`src/rtl/sys_array.sv`:
```
// rtl/sys_array.sv - weight-stationary systolic MAC array of rows_num x rows_num PEs
// Weights shift down columns, operands and act flags move right, partial sums move down.
module sys_array #(
    parameter int rows_num = 4
) (
    input  logic                    clk,
    input  logic                    rst_n,
    input  logic                    active,
    input  logic [8*rows_num-1:0]   data_in,
    input  logic [8*rows_num-1:0]   w_in,
    input  logic [16*rows_num-1:0]  sum_in,
    input  logic [rows_num-1:0]     weight_wren,
    output logic [16*rows_num-1:0]  mac_out,
    output logic [8*rows_num-1:0]   w_out,
    output logic [rows_num-1:0]     weight_wren_out,
    output logic [rows_num-1:0]     active_out,
    output logic [8*rows_num-1:0]   data_out
);

    logic [7:0]  weight_q [rows_num][rows_num];
    logic [7:0]  weight_d [rows_num][rows_num];
    logic [7:0]  data_q   [rows_num][rows_num];
    logic [7:0]  data_d   [rows_num][rows_num];
    logic        act_q    [rows_num][rows_num];
    logic        act_d    [rows_num][rows_num];
    logic [15:0] sum_q    [rows_num][rows_num];
    logic [15:0] sum_d    [rows_num][rows_num];
    logic [rows_num-1:0] weight_wren_out_q;
    logic [rows_num-1:0] weight_wren_out_d;

    always_comb begin
        weight_wren_out_d = weight_wren;
    end

    for (genvar r = 0; r < rows_num; r++) begin : g_row
        for (genvar c = 0; c < rows_num; c++) begin : g_col
            logic [7:0]  in_data;
            logic        in_act;
            logic [7:0]  w_src;
            logic [15:0] sin;
            logic [15:0] prod;

            // act registers hold the PE's incoming act, so column 0 chains down the rows
            if (c == 0) begin : g_left
                assign in_data = data_in[8*r +: 8];
                if (r == 0) begin : g_top
                    assign in_act = active;
                end else begin : g_below
                    assign in_act = act_q[r-1][0];
                end
            end else begin : g_inner
                assign in_data = data_q[r][c-1];
                assign in_act  = act_q[r][c-1];
            end

            if (r == 0) begin : g_first
                assign w_src = w_in[8*c +: 8];
                assign sin   = sum_in[16*c +: 16];
            end else begin : g_rest
                assign w_src = weight_q[r-1][c];
                assign sin   = sum_q[r-1][c];
            end

            // product uses the pre-edge weight even while the column is shifting
            assign prod             = 16'(in_data) * 16'(weight_q[r][c]);
            assign weight_d[r][c]   = weight_wren[c] ? w_src : weight_q[r][c];
            assign data_d[r][c]     = in_data;
            assign act_d[r][c]      = in_act;
            assign sum_d[r][c]      = in_act ? (sin + prod) : sin;
        end
    end

    always_ff @(posedge clk or negedge rst_n) begin
        if (!rst_n) begin
            for (int r = 0; r < rows_num; r++) begin
                for (int c = 0; c < rows_num; c++) begin
                    weight_q[r][c] <= '0;
                    data_q[r][c]   <= '0;
                    act_q[r][c]    <= 1'b0;
                    sum_q[r][c]    <= '0;
                end
            end
            weight_wren_out_q <= '0;
        end else begin
            for (int r = 0; r < rows_num; r++) begin
                for (int c = 0; c < rows_num; c++) begin
                    weight_q[r][c] <= weight_d[r][c];
                    data_q[r][c]   <= data_d[r][c];
                    act_q[r][c]    <= act_d[r][c];
                    sum_q[r][c]    <= sum_d[r][c];
                end
            end
            weight_wren_out_q <= weight_wren_out_d;
        end
    end

    for (genvar i = 0; i < rows_num; i++) begin : g_out
        assign mac_out[16*i +: 16] = sum_q[rows_num-1][i];
        assign w_out[8*i +: 8]     = weight_q[rows_num-1][i];
        assign data_out[8*i +: 8]  = data_q[i][rows_num-1];
        assign active_out[i]       = act_q[i][rows_num-1];
    end

    assign weight_wren_out = weight_wren_out_q;

endmodule

```
`config.mk`:
```
export PLATFORM = sky130hd
export DESIGN_NAME = sys_array
export DESIGN_NICKNAME = d
export VERILOG_FILES = /design/src/rtl/sys_array.sv
export SDC_FILE = /design/constraint.sdc
export NUM_CORES = 2
export LEC_CHECK = 0
export ABC_CLOCK_PERIOD_IN_PS = 10900
export BUFFER_PORTS_ARGS = -buffer_cell sky130_fd_sc_hd__buf_4
export CORE_UTILIZATION = 62
export DETAILED_ROUTE_END_ITERATION = 10
export PLACE_DENSITY = 0.82
export SKIP_LAST_GASP = 1
export SYNTH_ARGS = -nofsm -noshare
export SYNTH_HDL_FRONTEND = slang
export SYNTH_SLANG_ARGS = --single-unit
```
`constraint.sdc`:
```
create_clock -name clk -period 10.9 [get_ports clk]
set_input_delay 0 -clock clk [delete_from_list [all_inputs] [get_ports clk]]
set_output_delay 0 -clock clk [all_outputs]
set_load 0.005 [all_outputs]
```
==> key figures <==
Outcome
  • Status: completed

Logic synthesis
  • Synthesized area per cell: 9.43 µm²
  • Yosys top cell by area: fa_1
  • Number of synthesized flops with an enable pin: 0
  • Seq/Total Area, Yosys: 0.227
  • Cell with the most instances after synthesis: inv_1
  • Synth Register Bits: 523
  • Cells after Synth: 6108
  • Mapped Nets: 7603
  • Distinct cells, synth: 72
  • Synth area leaders: fa_1 (28%), dfrtp_1 (23%), ha_1 (12%), inv_1 (10%), and2_1 (5.7%)
  • YS warnings: 0
  • Mapped Area: 57600 µm²
  • Most frequent cells after synthesis: inv_1 (1583), fa_1 (800), nand2_1 (690)
  • Most used DFF post-synth: dfrtp_1
  • Top-area cell type share of the netlist area: 0.278
  • Async SR Flop Fraction: 1.00

STA
  • Final Setup Violations: 0
  • Final min period: 5.10 ns
  • F_max: 0.196 GHz
  • Setup Skew: 0.0325 ns
  • RSZ-0062 raised after global routing: no
  • Fin crit share: 0.468
  • Worst relative slew slack: 0.356
  • Fin. Hold Viols: 0
  • Slew Viols, Final: 0
  • Worst slew pin tran: 0.965 ns
  • Setup_tns: 0 ns

Global routing
  • Initial antenna violation count: 1
  • Total gr overflow: 0
  • GRT Total Usage: 0.302
  • Vias in the first global route: 44735
  • Pin count of the biggest net entering global routing: 150
  • First-pass GRT wire length: 227000 µm

Clock tree
  • Clk root buf: clkbuf_16
  • H-tree levels: 2
  • CTS clk-pin slew, worst paths: 0.06 ns
  • Worst skew pair latency: 0.68 ns
  • Post-CTS sizing: 0
  • Clock buffer count from CTS: 60
  • CTS tree: built
  • Clock sinks: 523
  • CTS Buffer Depth: 3

Setup path
  • Critical-path cell list: nand2_1 > fa_1 > fa_1 > inv_1 > fa_1 > inv_1 > fa_1 > inv_1 > ha_1 > o21ai_0 > a21oi_1 > o211ai_1 > a21oi_1 > o21a_1 > o211a_1 > xnor2_1 > dlygate4sd3_1
  • Required time of the critical path: 11.44 ns
  • Worst Path Max Fanout: 10
  • CP Data Arrival Time: 5.64 ns
  • WS Path Type: reg -> reg
  • Startpoint Class: flip-flop
  • Critical Path Most Common Cell: fa_1
  • Crit. End Element: flip-flop
  • CP max stage cell: dfrtp_1
  • Max stage delay on crit path: 0.61 ns

Floorplan
  • Initial Utilization: 0.628
  • Site Rows: 111
  • I/O Pins: 271
  • Chip width: 307 µm
  • Die height: 307 µm
  • Core Area: 91800 µm²
  • Die Area: 94200 µm²

Route
  • Detailed-route DRC error count: 0
  • Via count: 41867
  • Iter 0 DRT Violations: 2797
  • Final WL: 136000 µm
  • Detail Route Antenna Nets: 0
  • Vias per Instance: 5.42
  • DR pass1 iterations: 7
  • Routed len/inst: 17.6 µm

Placed design
  • I/O Buffers: 270
  • Half-perimeter wire length after placement: 106000 µm
  • RePlAce Congestion: 0.932

Final layout
  • Fill cells: 6612
  • Fin nets: 7924
  • Fraction of layout cells with a size suffix above 1: 0.0934
  • Synth-to-layout area growth: 11.7%

Hold path
  • Min-Delay Path Class: in -> async

Flow run
  • Max Cap Violations: 0
-- routing by layer --
metal  wire [µm]  vias to the layer above  global-route usage
met5           0                        -                   0
li1            -                    19046                   -
met1       56200                    21112               0.403
met2       66800                     1427               0.511
met4        4660                        0               0.105
met3        7960                      282              0.0384
-- final timing paths --
path                                                          endpoint  slack, ns                                    from  cells after the start
worst max-delay path               g_row[1].g_col[0].sin[15]$_DFF_PN0_       5.80  g_row[1].g_col[0].w_src[2]$_DFFE_PN0P_                     17
worst min-delay path                            data_out[19]$_DFF_PN0_       0.02                                   rst_n                      2
worst max register to register     g_row[1].g_col[0].sin[15]$_DFF_PN0_       5.80  g_row[1].g_col[0].w_src[2]$_DFFE_PN0P_                     17
worst min register to register                   mac_out[31]$_DFF_PN0_       0.44     g_row[3].g_col[1].sin[15]$_DFF_PN0_                      1
max in group asynchronous          g_row[1].g_col[0].sin[11]$_DFF_PN0_       9.50                                   rst_n                      3
min in group clk                g_row[0].g_col[1].in_data[3]$_DFF_PN0_       0.07                              data_in[3]                      2
-- metrics by stage --
step	hold WS (ns)	cells	worst slack [ns]	area [µm²]	util
after floorplan	-0.296	6108	6.44	57600	-
after global placement	0.133	7440	6.27	60600	0.660
after detailed placement	0.141	7440	6.12	60600	0.660
after CTS	0.0293	7721	5.83	64400	0.701
after global routing	0.0595	7722	5.51	64400	0.701
final	0.0235	7722	5.80	64400	0.701
-- logic make-up (layout without fill, tap and decap cells) --
logic type / after synthesis / in the layout / synth area share
compound gates: 531 / 531 / 0.0581
xor+xnor: 158 / 158 / 0.0240
fa+ha+maj: 1360 / 1360 / 0.400
buf+inv: 1775 / 2145 / 0.116
flops: 523 / 523 / 0.227
mux: 229 / 229 / 0.0442
other cells: 0 / 1 / 0
simple gates: 1532 / 1532 / 0.131
-- area by class of cell --
cell class,instances,area (µm²),area share
Timing Repair Buffer,450,3840,0.0596
Tap cell,1243,1560,0.0242
Antenna cell,1,2.50,0.0000389
Sequential cell,523,13100,0.203
Clock inverter,28,353,0.00548
Clock buffer,83,1710,0.0266
Inverter,1584,5950,0.0924
Multi-Input combinational cell,3810,37900,0.588
-- layout by cell type (no fill, tap or decap), types with 55 or more instances in the layout --
cell type and count:
o21ai_0 162, and2_1 521, a21oi_1 137, dfrtp_1 520, clkbuf_16 61, nor2_1 113
dlygate4sd3_1 170, fa_1 800, mux2_2 203, a21o_1 55, buf_4 277, nand2_1 690
ha_1 560, inv_1 1583, xnor2_1 111
-- worst max-delay path, delay by kind of cell, from the launching register on --
| kind | cells | cell delay [ns] |
|---|---|---|
| xor gates and xnor gates | 1 | 0.05 |
| buffers and inverters | 4 | 0.69 |
| AOI/OAI and AO/OA | 6 | 1.09 |
| DFF | 1 | 0.61 |
| adders and majority gates | 5 | 2.35 |
| and+or+nand+nor | 1 | 0.17 |
-- sequential cells by signal (all words and copies together), names as in the netlist --
register	cells
w_out	32
data_out	32
active_out	1
g_row.g_col.sin	192
g_row.g_col.in_data	96
g_row.g_col.w_src	96
g_row.g_col.in_act	6
weight_wren_out	4
mac_out	64
-- timing repair --
action	CTS	global route
hold buffers	170	0
buffers inserted	0	0
endpoints found under the hold margin	339	0
Power is not shown: default switching activity piles up to over one toggle a cycle in this logic, so the estimate is an artifact.
